**src/rtl/rvvi_retire_buffer_if.sv**
```systemverilog
// rvvi_retire_buffer_if: per-hart/lane retire-event inputs, serialized event output and per-hart status.
interface rvvi_retire_buffer_if #(
    parameter int NHART  = 1,
    parameter int RETIRE = 1,
    parameter int XLEN   = 32,
    parameter int ILEN   = 32
);
    localparam int HW = NHART > 1 ? $clog2(NHART) : 1;
    logic [NHART*RETIRE-1:0]      in_valid;
    logic [NHART*RETIRE*64-1:0]   in_order;
    logic [NHART*RETIRE*XLEN-1:0] in_pc;
    logic [NHART*RETIRE*ILEN-1:0] in_insn;
    logic [NHART*RETIRE-1:0]      in_trap;
    logic [NHART*RETIRE*2-1:0]    in_mode;
    logic                         out_valid;
    logic                         out_ready;
    logic [HW-1:0]                out_hart;
    logic [63:0]                  out_order;
    logic [XLEN-1:0]              out_pc;
    logic [ILEN-1:0]              out_insn;
    logic                         out_trap;
    logic [1:0]                   out_mode;
    logic [NHART-1:0]             overflow;
    logic [NHART-1:0]             order_err;
    logic [NHART*16-1:0]          drop_cnt;
    modport master (
        output in_valid, in_order, in_pc, in_insn, in_trap, in_mode, out_ready,
        input  out_valid, out_hart, out_order, out_pc, out_insn, out_trap, out_mode,
        input  overflow, order_err, drop_cnt
    );
    modport slave (
        input  in_valid, in_order, in_pc, in_insn, in_trap, in_mode, out_ready,
        output out_valid, out_hart, out_order, out_pc, out_insn, out_trap, out_mode,
        output overflow, order_err, drop_cnt
    );
endinterface

```
**src/rtl/rvvi_retire_buffer.sv**
```systemverilog
// rvvi_retire_buffer: per-hart retire FIFOs serialized by a round-robin arbiter,
// with overflow/drop accounting and per-hart order-gap detection.
module rvvi_retire_buffer #(
    parameter int NHART  = 1,
    parameter int RETIRE = 1,
    parameter int XLEN   = 32,
    parameter int ILEN   = 32,
    parameter int DEPTH  = 8
) (
    input logic                 clk,
    input logic                 reset,
    rvvi_retire_buffer_if.slave bus
);
    localparam int HW = NHART > 1 ? $clog2(NHART) : 1;
    localparam int AW = DEPTH > 1 ? $clog2(DEPTH) : 1;
    localparam int CW = $clog2(DEPTH + 1);
    localparam int NW = $clog2(RETIRE + 1);
    localparam logic [AW-1:0] MASK = AW'(DEPTH - 1);

    logic [63:0]     ord_m  [NHART][DEPTH];
    logic [XLEN-1:0] pc_m   [NHART][DEPTH];
    logic [ILEN-1:0] insn_m [NHART][DEPTH];
    logic [1:0]      mode_m [NHART][DEPTH];
    logic            trap_m [NHART][DEPTH];

    logic [AW-1:0]    wp_q [NHART], wp_d [NHART];
    logic [AW-1:0]    rp_q [NHART], rp_d [NHART];
    logic [CW-1:0]    cnt_q [NHART], cnt_d [NHART];
    logic [63:0]      exp_q [NHART], exp_d [NHART];
    logic [15:0]      dc_q [NHART], dc_d [NHART];
    logic [16:0]      dsum [NHART];
    logic [NHART-1:0] seen_q, seen_d, ovf_q, ovf_d, oerr_q, oerr_d;
    logic [HW-1:0]    gnt_q, gnt_d, lock_h_q, lock_h_d, sel;
    logic             lock_q, lock_d, found, xfer;
    logic [NW-1:0]    n [NHART];
    logic [AW-1:0]    slot [NHART][RETIRE];
    logic [NHART-1:0] acc, ne, pop;

    // Valid lanes pack into consecutive slots; space is judged before this cycle's pop.
    always_comb begin
        for (int h = 0; h < NHART; h++) begin
            int k;
            k = 0;
            for (int r = 0; r < RETIRE; r++) begin
                slot[h][r] = (wp_q[h] + AW'(k)) & MASK;
                k = k + int'(bus.in_valid[h*RETIRE+r]);
            end
            n[h]   = NW'(k);
            acc[h] = DEPTH - int'(cnt_q[h]) >= k;
            ne[h]  = cnt_q[h] != '0;
        end
    end

    always_ff @(posedge clk) begin
        for (int h = 0; h < NHART; h++)
            for (int r = 0; r < RETIRE; r++)
                if (!reset && bus.in_valid[h*RETIRE+r] && acc[h]) begin
                    ord_m[h][slot[h][r]]  <= bus.in_order[(h*RETIRE+r)*64 +: 64];
                    pc_m[h][slot[h][r]]   <= bus.in_pc[(h*RETIRE+r)*XLEN +: XLEN];
                    insn_m[h][slot[h][r]] <= bus.in_insn[(h*RETIRE+r)*ILEN +: ILEN];
                    trap_m[h][slot[h][r]] <= bus.in_trap[h*RETIRE+r];
                    mode_m[h][slot[h][r]] <= bus.in_mode[(h*RETIRE+r)*2 +: 2];
                end
    end

    // A stalled grant is latched so a newly non-empty hart cannot steal the output.
    always_comb begin
        sel   = '0;
        found = 1'b0;
        for (int i = 1; i <= NHART; i++)
            if (!found && ne[(int'(gnt_q) + i) % NHART]) begin
                sel   = HW'((int'(gnt_q) + i) % NHART);
                found = 1'b1;
            end
        if (lock_q)
            sel = lock_h_q;
    end

    assign xfer          = bus.out_valid && bus.out_ready;
    assign bus.out_valid = |ne;
    assign bus.out_hart  = sel;
    assign bus.out_order = ord_m[sel][rp_q[sel]];
    assign bus.out_pc    = pc_m[sel][rp_q[sel]];
    assign bus.out_insn  = insn_m[sel][rp_q[sel]];
    assign bus.out_trap  = trap_m[sel][rp_q[sel]];
    assign bus.out_mode  = mode_m[sel][rp_q[sel]];
    assign bus.overflow  = ovf_q;
    assign bus.order_err = oerr_q;
    for (genvar g = 0; g < NHART; g++) begin : g_dc
        assign bus.drop_cnt[g*16 +: 16] = dc_q[g];
    end

    always_comb begin
        gnt_d    = xfer ? sel : gnt_q;
        lock_d   = bus.out_valid && !bus.out_ready;
        lock_h_d = sel;
        for (int h = 0; h < NHART; h++) begin
            pop[h]    = xfer && sel == HW'(h);
            wp_d[h]   = acc[h] ? (wp_q[h] + AW'(n[h])) & MASK : wp_q[h];
            rp_d[h]   = pop[h] ? (rp_q[h] + AW'(1)) & MASK : rp_q[h];
            cnt_d[h]  = cnt_q[h] + (acc[h] ? CW'(n[h]) : CW'(0)) - CW'(pop[h]);
            dsum[h]   = {1'b0, dc_q[h]} + 17'(n[h]);
            dc_d[h]   = acc[h] ? dc_q[h] : (dsum[h][16] ? 16'hFFFF : dsum[h][15:0]);
            ovf_d[h]  = ovf_q[h] | !acc[h];
            seen_d[h] = seen_q[h] | pop[h];
            exp_d[h]  = pop[h] ? bus.out_order + 64'd1 : exp_q[h];
            oerr_d[h] = oerr_q[h] | (pop[h] && seen_q[h] && bus.out_order != exp_q[h]);
        end
    end

    always_ff @(posedge clk or posedge reset) begin
        if (reset) begin
            for (int h = 0; h < NHART; h++) begin
                wp_q[h]  <= '0;
                rp_q[h]  <= '0;
                cnt_q[h] <= '0;
                exp_q[h] <= '0;
                dc_q[h]  <= '0;
            end
            seen_q   <= '0;
            ovf_q    <= '0;
            oerr_q   <= '0;
            gnt_q    <= HW'(NHART - 1);
            lock_q   <= 1'b0;
            lock_h_q <= '0;
        end else begin
            wp_q     <= wp_d;
            rp_q     <= rp_d;
            cnt_q    <= cnt_d;
            exp_q    <= exp_d;
            dc_q     <= dc_d;
            seen_q   <= seen_d;
            ovf_q    <= ovf_d;
            oerr_q   <= oerr_d;
            gnt_q    <= gnt_d;
            lock_q   <= lock_d;
            lock_h_q <= lock_h_d;
        end
    end
endmodule
```
**src/flat_wrapper.sv**
```systemverilog
// flat-port wrapper written by rule: the top's interface ports become plain ports
module rvvi_retire_buffer_flat 
#(
    parameter int NHART  = 1,
    parameter int RETIRE = 1,
    parameter int XLEN   = 32,
    parameter int ILEN   = 32,
    parameter int DEPTH  = 8
)
  (clk, reset, bus_in_valid, bus_in_order, bus_in_pc, bus_in_insn, bus_in_trap, bus_in_mode, bus_out_ready, bus_out_valid, bus_out_hart, bus_out_order, bus_out_pc, bus_out_insn, bus_out_trap, bus_out_mode, bus_overflow, bus_order_err, bus_drop_cnt);
  rvvi_retire_buffer_if #(.NHART(NHART), .RETIRE(RETIRE), .XLEN(XLEN), .ILEN(ILEN)) bus_i ();
  input logic clk;
  input logic reset;
  input wire logic [$bits(bus_i.in_valid)-1:0] bus_in_valid;
  input wire logic [$bits(bus_i.in_order)-1:0] bus_in_order;
  input wire logic [$bits(bus_i.in_pc)-1:0] bus_in_pc;
  input wire logic [$bits(bus_i.in_insn)-1:0] bus_in_insn;
  input wire logic [$bits(bus_i.in_trap)-1:0] bus_in_trap;
  input wire logic [$bits(bus_i.in_mode)-1:0] bus_in_mode;
  input wire logic [$bits(bus_i.out_ready)-1:0] bus_out_ready;
  output wire logic [$bits(bus_i.out_valid)-1:0] bus_out_valid;
  output wire logic [$bits(bus_i.out_hart)-1:0] bus_out_hart;
  output wire logic [$bits(bus_i.out_order)-1:0] bus_out_order;
  output wire logic [$bits(bus_i.out_pc)-1:0] bus_out_pc;
  output wire logic [$bits(bus_i.out_insn)-1:0] bus_out_insn;
  output wire logic [$bits(bus_i.out_trap)-1:0] bus_out_trap;
  output wire logic [$bits(bus_i.out_mode)-1:0] bus_out_mode;
  output wire logic [$bits(bus_i.overflow)-1:0] bus_overflow;
  output wire logic [$bits(bus_i.order_err)-1:0] bus_order_err;
  output wire logic [$bits(bus_i.drop_cnt)-1:0] bus_drop_cnt;
  assign bus_i.in_valid = bus_in_valid;
  assign bus_i.in_order = bus_in_order;
  assign bus_i.in_pc = bus_in_pc;
  assign bus_i.in_insn = bus_in_insn;
  assign bus_i.in_trap = bus_in_trap;
  assign bus_i.in_mode = bus_in_mode;
  assign bus_i.out_ready = bus_out_ready;
  assign bus_out_valid = bus_i.out_valid;
  assign bus_out_hart = bus_i.out_hart;
  assign bus_out_order = bus_i.out_order;
  assign bus_out_pc = bus_i.out_pc;
  assign bus_out_insn = bus_i.out_insn;
  assign bus_out_trap = bus_i.out_trap;
  assign bus_out_mode = bus_i.out_mode;
  assign bus_overflow = bus_i.overflow;
  assign bus_order_err = bus_i.order_err;
  assign bus_drop_cnt = bus_i.drop_cnt;
  rvvi_retire_buffer #(.NHART(NHART), .RETIRE(RETIRE), .XLEN(XLEN), .ILEN(ILEN), .DEPTH(DEPTH)) u_core (.clk(clk), .reset(reset), .bus(bus_i));
endmodule
```
**config.mk**
```make
export PLATFORM = sky130hd
export DESIGN_NAME = rvvi_retire_buffer_flat
export DESIGN_NICKNAME = d
export VERILOG_FILES = /design/src/rtl/rvvi_retire_buffer_if.sv /design/src/rtl/rvvi_retire_buffer.sv /design/src/flat_wrapper.sv
export SDC_FILE = /design/constraint.sdc
export NUM_CORES = 1
export LEC_CHECK = 0
export BUFFER_PORTS_ARGS = -buffer_cell sky130_fd_sc_hd__clkbuf_2
export CAP_MARGIN = 20
export CORE_MARGIN = 5
export CORE_UTILIZATION = 40
export CTS_BUF_LIST = sky130_fd_sc_hd__clkbuf_2
export DETAILED_ROUTE_END_ITERATION = 12
export GPL_ROUTABILITY_DRIVEN = 0
export PLACE_DENSITY = 0.57
export SYNTH_ARGS = -nofsm -noshare
export SYNTH_HDL_FRONTEND = slang
export SYNTH_SLANG_ARGS = --single-unit
```
**constraint.sdc**
```tcl
create_clock -name clk -period 15.1 [get_ports clk]
set_input_delay 1.51 -clock clk [delete_from_list [all_inputs] [get_ports clk]]
set_output_delay 1.51 -clock clk [all_outputs]
set_load 0.05 [all_outputs]
```
==> results.cfg, run 1 <==
[sta]
rsz0062_at_grt = false
report.final.hold_viol_count = 0
setup_viol_count_final = 0
min_period_ns = 6.97
maxSlewHeadroom = 0.286
final_max_slew_viol_count = 0
skew_ns = 0.185
worst_slack_ns = 8.13
finalSetupTns_ns = 0
finalCritPeriodShare = 0.461
fmax_ghz = 0.144
tightest_slew_ns = 1.07

[drt]
drc_errors = 0
ant_nets = 0
drt_wl_total_um = 108000
wire_per_inst_um = 24.0
detail_route.iter0.violations = 1615
via_count = 23600
first_pass_iters = 5
vias_per_cell = 5.23

[yosys]
synth_edf_count = 1048
async_flop_share = 0.0831
avgSynthCellArea_sq_um = 20.3
synth_top_flop_cell = edfxtp_1
yosysTopAreaCellShare = 0.691
syn_area_sq_mm = 0.0455
yosysSeqAreaShare = 0.744
yosys_register_bits = 1143
syn_nets = 2391
synth_top_cell_by_area = edfxtp_1
ys_top_cells_by_area = edfxtp_1 69%, mux4_2 12%, dfrtp_1 5.2%
synth_cells = 2240
synth_warnings = 0
synth_cell_types = 65

[grt]
grt_overflow = 0
grt_max_degree = 129
grt.total_usage = 0.178
antenna_found_initial = 26
grt_pass1_wl_um = 161000
first_global_vias = 25300

[setup_path]
r2r_start = u_core.rp_q[0]
slowest_stage = dfrtp_4
critPathRequiredTime_ns = 13.59
path_cells = buf_4 -> buf_4 -> mux4_2 -> mux2i_1 -> inv_1 -> clkbuf_2
max_stage_delay_ns = 0.89
critPathCaptureType = output port
crit_path_start_kind = flip-flop
critical_path_class = flip-flop to output port
cp-startpoint = u_core.rp_q[0]
arrival_ns = 5.46
cp_num_buf_inv = 4
worstPathMaxFanout = 41
crit_family = buffers and inverters
crit_top_cell = buf_4

[clock_network]
numCtsBuffers = 315
clkSinkCount = 1143
clk_latency_ns = 1.44
cts.htree.levels = 5
post_cts_buffers = 0
cts.clk_slew.worst_paths_ns = 0.10
cts_resized = 0
clock_path_buffers = 4
cts-root-buf = clkbuf_2
cts_tree = done

[power_and_ir_drop]
pwr-share-comb = 0.410
peakVddDrop_uv = 152
pwr_density_cell_mw_per_mm2 = 197
power_w = 0.0102
switchingPower_w = 0.00414
intPower_w = 0.00602
p_seq_frac = 0.385
power.leakage_nw = 17.9
clock_power_share = 0.206
p_sw_frac = 0.407

[final_layout]
drive_gt1_frac = 0.389
final_common_cell = edfxtp_1
final_cell_mix = 1048 x edfxtp_1, 741 x clkbuf_2, 248 x mux4_2
area_delta_synth_final_pct = 13.0
nNetsFinal = 2935
utilization = 0.456

[placement]
port_buffers = 285
dpl.hpwl_um = 62500
pre_cts_slack_ns = 9.04

[die]
core_area_sq_mm = 0.113
rows = 123
die_w_um = 347
io_pins = 286
die_y_um = 347
start_util = 0.403
die_area_sq_mm = 0.121

[run]
maxCapViolCount = 0

[min_path]
hold_class = primary input to flip-flop
hp-start = bus_out_ready

[run_status]
status = finished, final reports clean
-- cells in the mapped netlist, types with 3 or more instances --
cell type	n
ha_1	15
o31ai_1	6
buf_6	10
nor2b_1	3
or3_1	7
mux2_2	87
buf_1	12
nor3_1	22
nor3b_1	3
buf_8	3
or2_2	3
nor2_1	46
xnor2_1	86
or4_1	7
nand2b_1	5
inv_1	61
o21ai_0	42
edfxtp_1	1048
and2_1	3
mux4_1	12
xor2_1	26
nand3_1	32
mux2i_1	51
nor4_1	19
mux4_2	248
nand4_1	26
dfrtp_1	95
o211ai_1	4
clkbuf_1	43
buf_2	20
and4_1	5
a21oi_1	16
a31oi_1	4
nor4b_1	5
nand2_1	96
buf_12	4
a211o_1	9
and3_1	13
buf_4	9
-- power by group through the flow --
stage          Combinational (W)  Clock [W]  Sequential, W
2_1_floorplan            0.00315          0        0.00394
3_3_place_gp             0.00419          0        0.00397
3_5_place_dp             0.00422          0        0.00398
4_1_cts                  0.00423    0.00219        0.00391
5_1_grt                  0.00443    0.00236        0.00394
6_report                 0.00416    0.00209        0.00391
-- cells by family (layout without fill, tap and decap cells) --
group / Yosys count / in the layout / share of synthesized area
simple gates: 310 / 310 / 0.0355
buf+inv: 165 / 912 / 0.0189
other cells: 0 / 15 / 0
flops: 1143 / 1143 / 0.744
fa+ha+maj: 16 / 16 / 0.00456
xor+xnor: 112 / 112 / 0.0216
mux: 400 / 400 / 0.163
compound gates: 94 / 94 / 0.0128
-- per-stage QoR --
| stage | area, sq um | cells | hold WS [ns] |
|---|---|---|---|
| 3_3_place_gp | 48600 | 3960 | 0.455 |
| 5_1_grt | 51400 | 4491 | 0.0933 |
| 4_1_cts | 51300 | 4484 | 0.00464 |
| 3_5_place_dp | 48600 | 3960 | 0.456 |
| 6_report | 51400 | 4502 | 0.328 |
| 2_1_floorplan | 45500 | 2240 | 0.435 |
-- area by class of cell --
| type | count | area, sq um |
|---|---|---|
| repair buffers | 330 | 1860 |
| flip-flops and latches | 1143 | 33900 |
| well taps | 1500 | 1880 |
| inverters | 62 | 235 |
| clock inverters | 64 | 399 |
| diodes | 15 | 37.5 |
| fillers | 9817 | 61400 |
| multi-input cells | 932 | 10900 |
| clock buffers | 456 | 2280 |
-- registers in the layout (all words and copies together) (netlist names), 3 cells and up --
name and count:
u_core.bus.drop_cnt 16, u_core.cnt_q 4, u_core.exp_q 64, u_core.insn_m 256, u_core.mode_m 16, u_core.ord_m 512, u_core.pc_m 256, u_core.rp_q 3
u_core.trap_m 8, u_core.wp_q 3
-- path summary, 6_finish.rpt --
path	to	slack [ns]	cells past startpoint
max in group asynchronous	u_core.rp_q[0]	13.03	4
max reg2reg	u_core.exp_q[57]	9.13	8
min	u_core.lock_q	0.33	2
max	bus_out_order[42]	8.13	6
min in group asynchronous	u_core.bus.drop_cnt[1]	0.65	3
min reg2reg	u_core.seen_q	0.48	1
-- layer usage --
metal	up-vias	wire, um	GRT usage
li1	10400	-	-
met1	12300	45600	0.232
met2	715	52800	0.285
met3	203	7520	0.0550
met4	22	2190	0.0606
met5	-	141	0
-- repair_timing --
item / 4_1_cts / 5_1_grt
hold buffers: 4 / 0
setup endpoints to repair: 0 / 0
hold endpoints to repair: 44 / 0
Note: power is estimated with default switching activity, not from simulation.
==> run 2, diff against run 1 <==
--- a/config.mk
+++ b/config.mk
@@ -5,6 +5,7 @@
 export SDC_FILE = /design/constraint.sdc
 export NUM_CORES = 1
 export LEC_CHECK = 0
+export ABC_AREA = 1
 export BUFFER_PORTS_ARGS = -buffer_cell sky130_fd_sc_hd__clkbuf_2
 export CAP_MARGIN = 20
 export CORE_MARGIN = 5
==> constraint.sdc (replaced) <==
create_clock -name clk -period 7.2 [get_ports clk]
set_input_delay 0.72 -clock clk [delete_from_list [all_inputs] [get_ports clk]]
set_output_delay 0.72 -clock clk [all_outputs]
set_load 0.05 [all_outputs]
==> run 2 against run 1 <==
  * Via count increased by 54%
  * Critical endpoint is now bus_out_insn[20]
  * Largest cell class unchanged
  * Synthesized cell count up 110%
  * Sequential power up 110%
  * Core utilization increased by 1.3 points
  * Setup slack lost 6.9 ns
  * Non-clock buffer count is 262 higher
  * Wire length rose by 27%
  * Area after synthesis is 9.3% higher
  * Highest routed layer unchanged
  * Sequential share of layout area fell by 7.4 points
  * Sequential cell count stayed put
  * Power is 140% higher
==> results.cfg, run 2 <==
[min_path]
holdPathStages = 6
hp-start = bus_in_valid
hold_class = primary input to flip-flop
min_to = u_core.wp_q[2]

[die]
io_pins = 286
die_y_um = 363
start_util = 0.402
die_area_sq_mm = 0.131
die_w_um = 363
core_area_sq_mm = 0.124
rows = 129

[yosys]
synthTopCellsByCount = 1172 x nand2_1, 1048 x edfxtp_1, 810 x nor2_1, 446 x inv_1, 339 x nand3_1
yosysTopAreaCellShare = 0.633
synth_most_common_cell = nand2_1
synth_top_cell_by_area = edfxtp_1
synth_cells = 4770
yosysSeqAreaShare = 0.681
async_flop_share = 0.0831
synth_edf_count = 1048
synth_cell_types = 34
yosys_register_bits = 1143
syn_nets = 4921
ys_top_cells_by_area = edfxtp_1 63%, nand2_1 8.8%, nor2_1 6.1%
avgSynthCellArea_sq_um = 10.4
synth_top_flop_cell = edfxtp_1
syn_area_sq_mm = 0.0497
synth_warnings = 0

[setup_path]
critPathCaptureType = output port
r2r_start = u_core.rp_q[0]
critPathRequiredTime_ns = 6.48
critical_path_class = flip-flop to output port
worstPathMaxFanout = 209
rrSetupSlack_ns = 2.80
ff2ff_path_depth = 15
arrival_ns = 5.26
reg2reg_to = u_core.exp_q[30]
crit_path_start_kind = flip-flop

[clock_network]
cts_tree = done
numCtsBuffers = 321
clk_latency_ns = 1.62
cts.clk_slew.worst_paths_ns = 0.10
clock_path_buffers = 4
cts_hold_buf = 268
cts_resized = 0
cts-root-buf = clkbuf_2
clkSinkCount = 1143
cts.htree.levels = 5
post_cts_buffers = 0

[drt]
first_pass_iters = 8
wl_met3_um = 8630
drc_errors = 0
ant_nets = 0
detail_route.iter0.violations = 2554
drt_wl_total_um = 138000
top_layer = met5
via_count = 36300
met1_length_um = 60300
met2_length_um = 64000
vias_per_cell = 4.96
wire_per_inst_um = 18.8

[grt]
grt_pass1_wl_um = 209000
first_global_vias = 35100
antenna_found_initial = 19
grt.total_usage = 0.207
grt_max_degree = 219
grt_overflow = 0

[placement]
placed_cells = 6511
port_buffers = 285
pre_cts_slack_ns = 2.80
dpl.hpwl_um = 76200

[sta]
finalSetupTns_ns = 0
tightest_slew_ns = 1.23
min_period_ns = 5.98
setup_viol_count_final = 0
maxSlewHeadroom = 0.183
report.final.hold_viol_count = 0
final_max_slew_viol_count = 0
fmax_ghz = 0.167
rsz0062_at_grt = false
skew_ns = 0.149
finalCritPeriodShare = 0.830
worst_slack_ns = 1.22

[power_and_ir_drop]
power_w = 0.0242
power.leakage_nw = 23.6
pwr_density_cell_mw_per_mm2 = 417
peakVddDrop_uv = 539

[final_layout]
largest_reg_flops = 512
nFillCells = 11700
area_delta_synth_final_pct = 16.5
drive_gt1_frac = 0.158
final_common_cell = nand2_1
nNetsFinal = 5616
fin_cells = 7316
final_cell_mix = 1172 x nand2_1, 1048 x edfxtp_1, 802 x nor2_1

[run]
maxCapViolCount = 0

[run_status]
status = finished, final reports clean
[run 2: cell count changes in the layout (fill, tap and decap cells not counted), sizes merged, moves of 24 or more]
cell         change
nand2         +1101
nor2           +793
inv            +388
nand3          +312
o21ai          +288
dlygate4sd3    +264
mux4           -260
mux2            -87
xnor2           -83
o22ai           +67
a31oi           +63
mux2i           -53
nand3b          +36
nand4           -24
[run 2: report_power, final]
group / leakage [nW] / internal (W) / switching [W]
Clock: 2.11 / 0.00186 / 0.00264
Sequential: 10.6 / 0.00781 / 0.000395
Combinational: 10.9 / 0.00271 / 0.00878
[run 2: per-layer routing]
metal	global-route usage	vias to the layer above
met5	0	-
li1	-	17500
met1	0.275	17300
met3	0.0457	334
met4	0.0822	6
met2	0.331	1129
[run 2: layout make-up]
type	count	area (sq um)	area share
Clock buffer	473	2370	0.0408
Sequential cell	1143	33900	0.584
Clock inverter	44	280	0.00484
Antenna cell	20	50.0	0.000864
Inverter	451	1720	0.0297
Multi-Input combinational cell	2956	13100	0.225
Tap cell	1637	2050	0.0353
Timing Repair Buffer	592	4580	0.0790
[run 2: per-stage QoR]
step	cell area [sq um]	utilization	hold slack [ns]
finish	58000	0.469	0.450
global placement	52600	0.425	0.442
floorplan	49700	-	0.423
detailed placement	52600	0.425	0.444
CTS	57900	0.468	0.168
global route	57900	0.469	0.286
[run 2: how the worst max path moves through the flow]
stage                          endpoint  slack [ns]  depth (start not counted)      startpoint
CTS                       bus_out_pc[8]        0.95                          7  u_core.rp_q[0]
global placement       u_core.exp_q[29]        2.88                         15  u_core.rp_q[0]
floorplan           u_core.insn_m[0][0]       -0.50                          7    bus_in_valid
global route              bus_out_pc[8]        0.79                          7  u_core.rp_q[0]
finish                 bus_out_insn[20]        1.22                          7  u_core.rp_q[0]
detailed placement     u_core.exp_q[29]        2.80                         15  u_core.rp_q[0]
[run 2: critical path, stage by stage (launching register included)]
cell	delay, ns
dfrtp_4	0.93
buf_4	0.56
buf_12	0.53
o21ai_0	0.22
o22ai_1	0.20
nor2_1	0.06
a31oi_1	0.34
clkbuf_2	0.36
[run 2: cells by family after synthesis]
logic type / share of synthesized area
compound gates: 0.0512
flops: 0.681
xor+xnor: 0.00493
fa+ha+maj: 0.00418
buf+inv: 0.0585
simple gates: 0.201
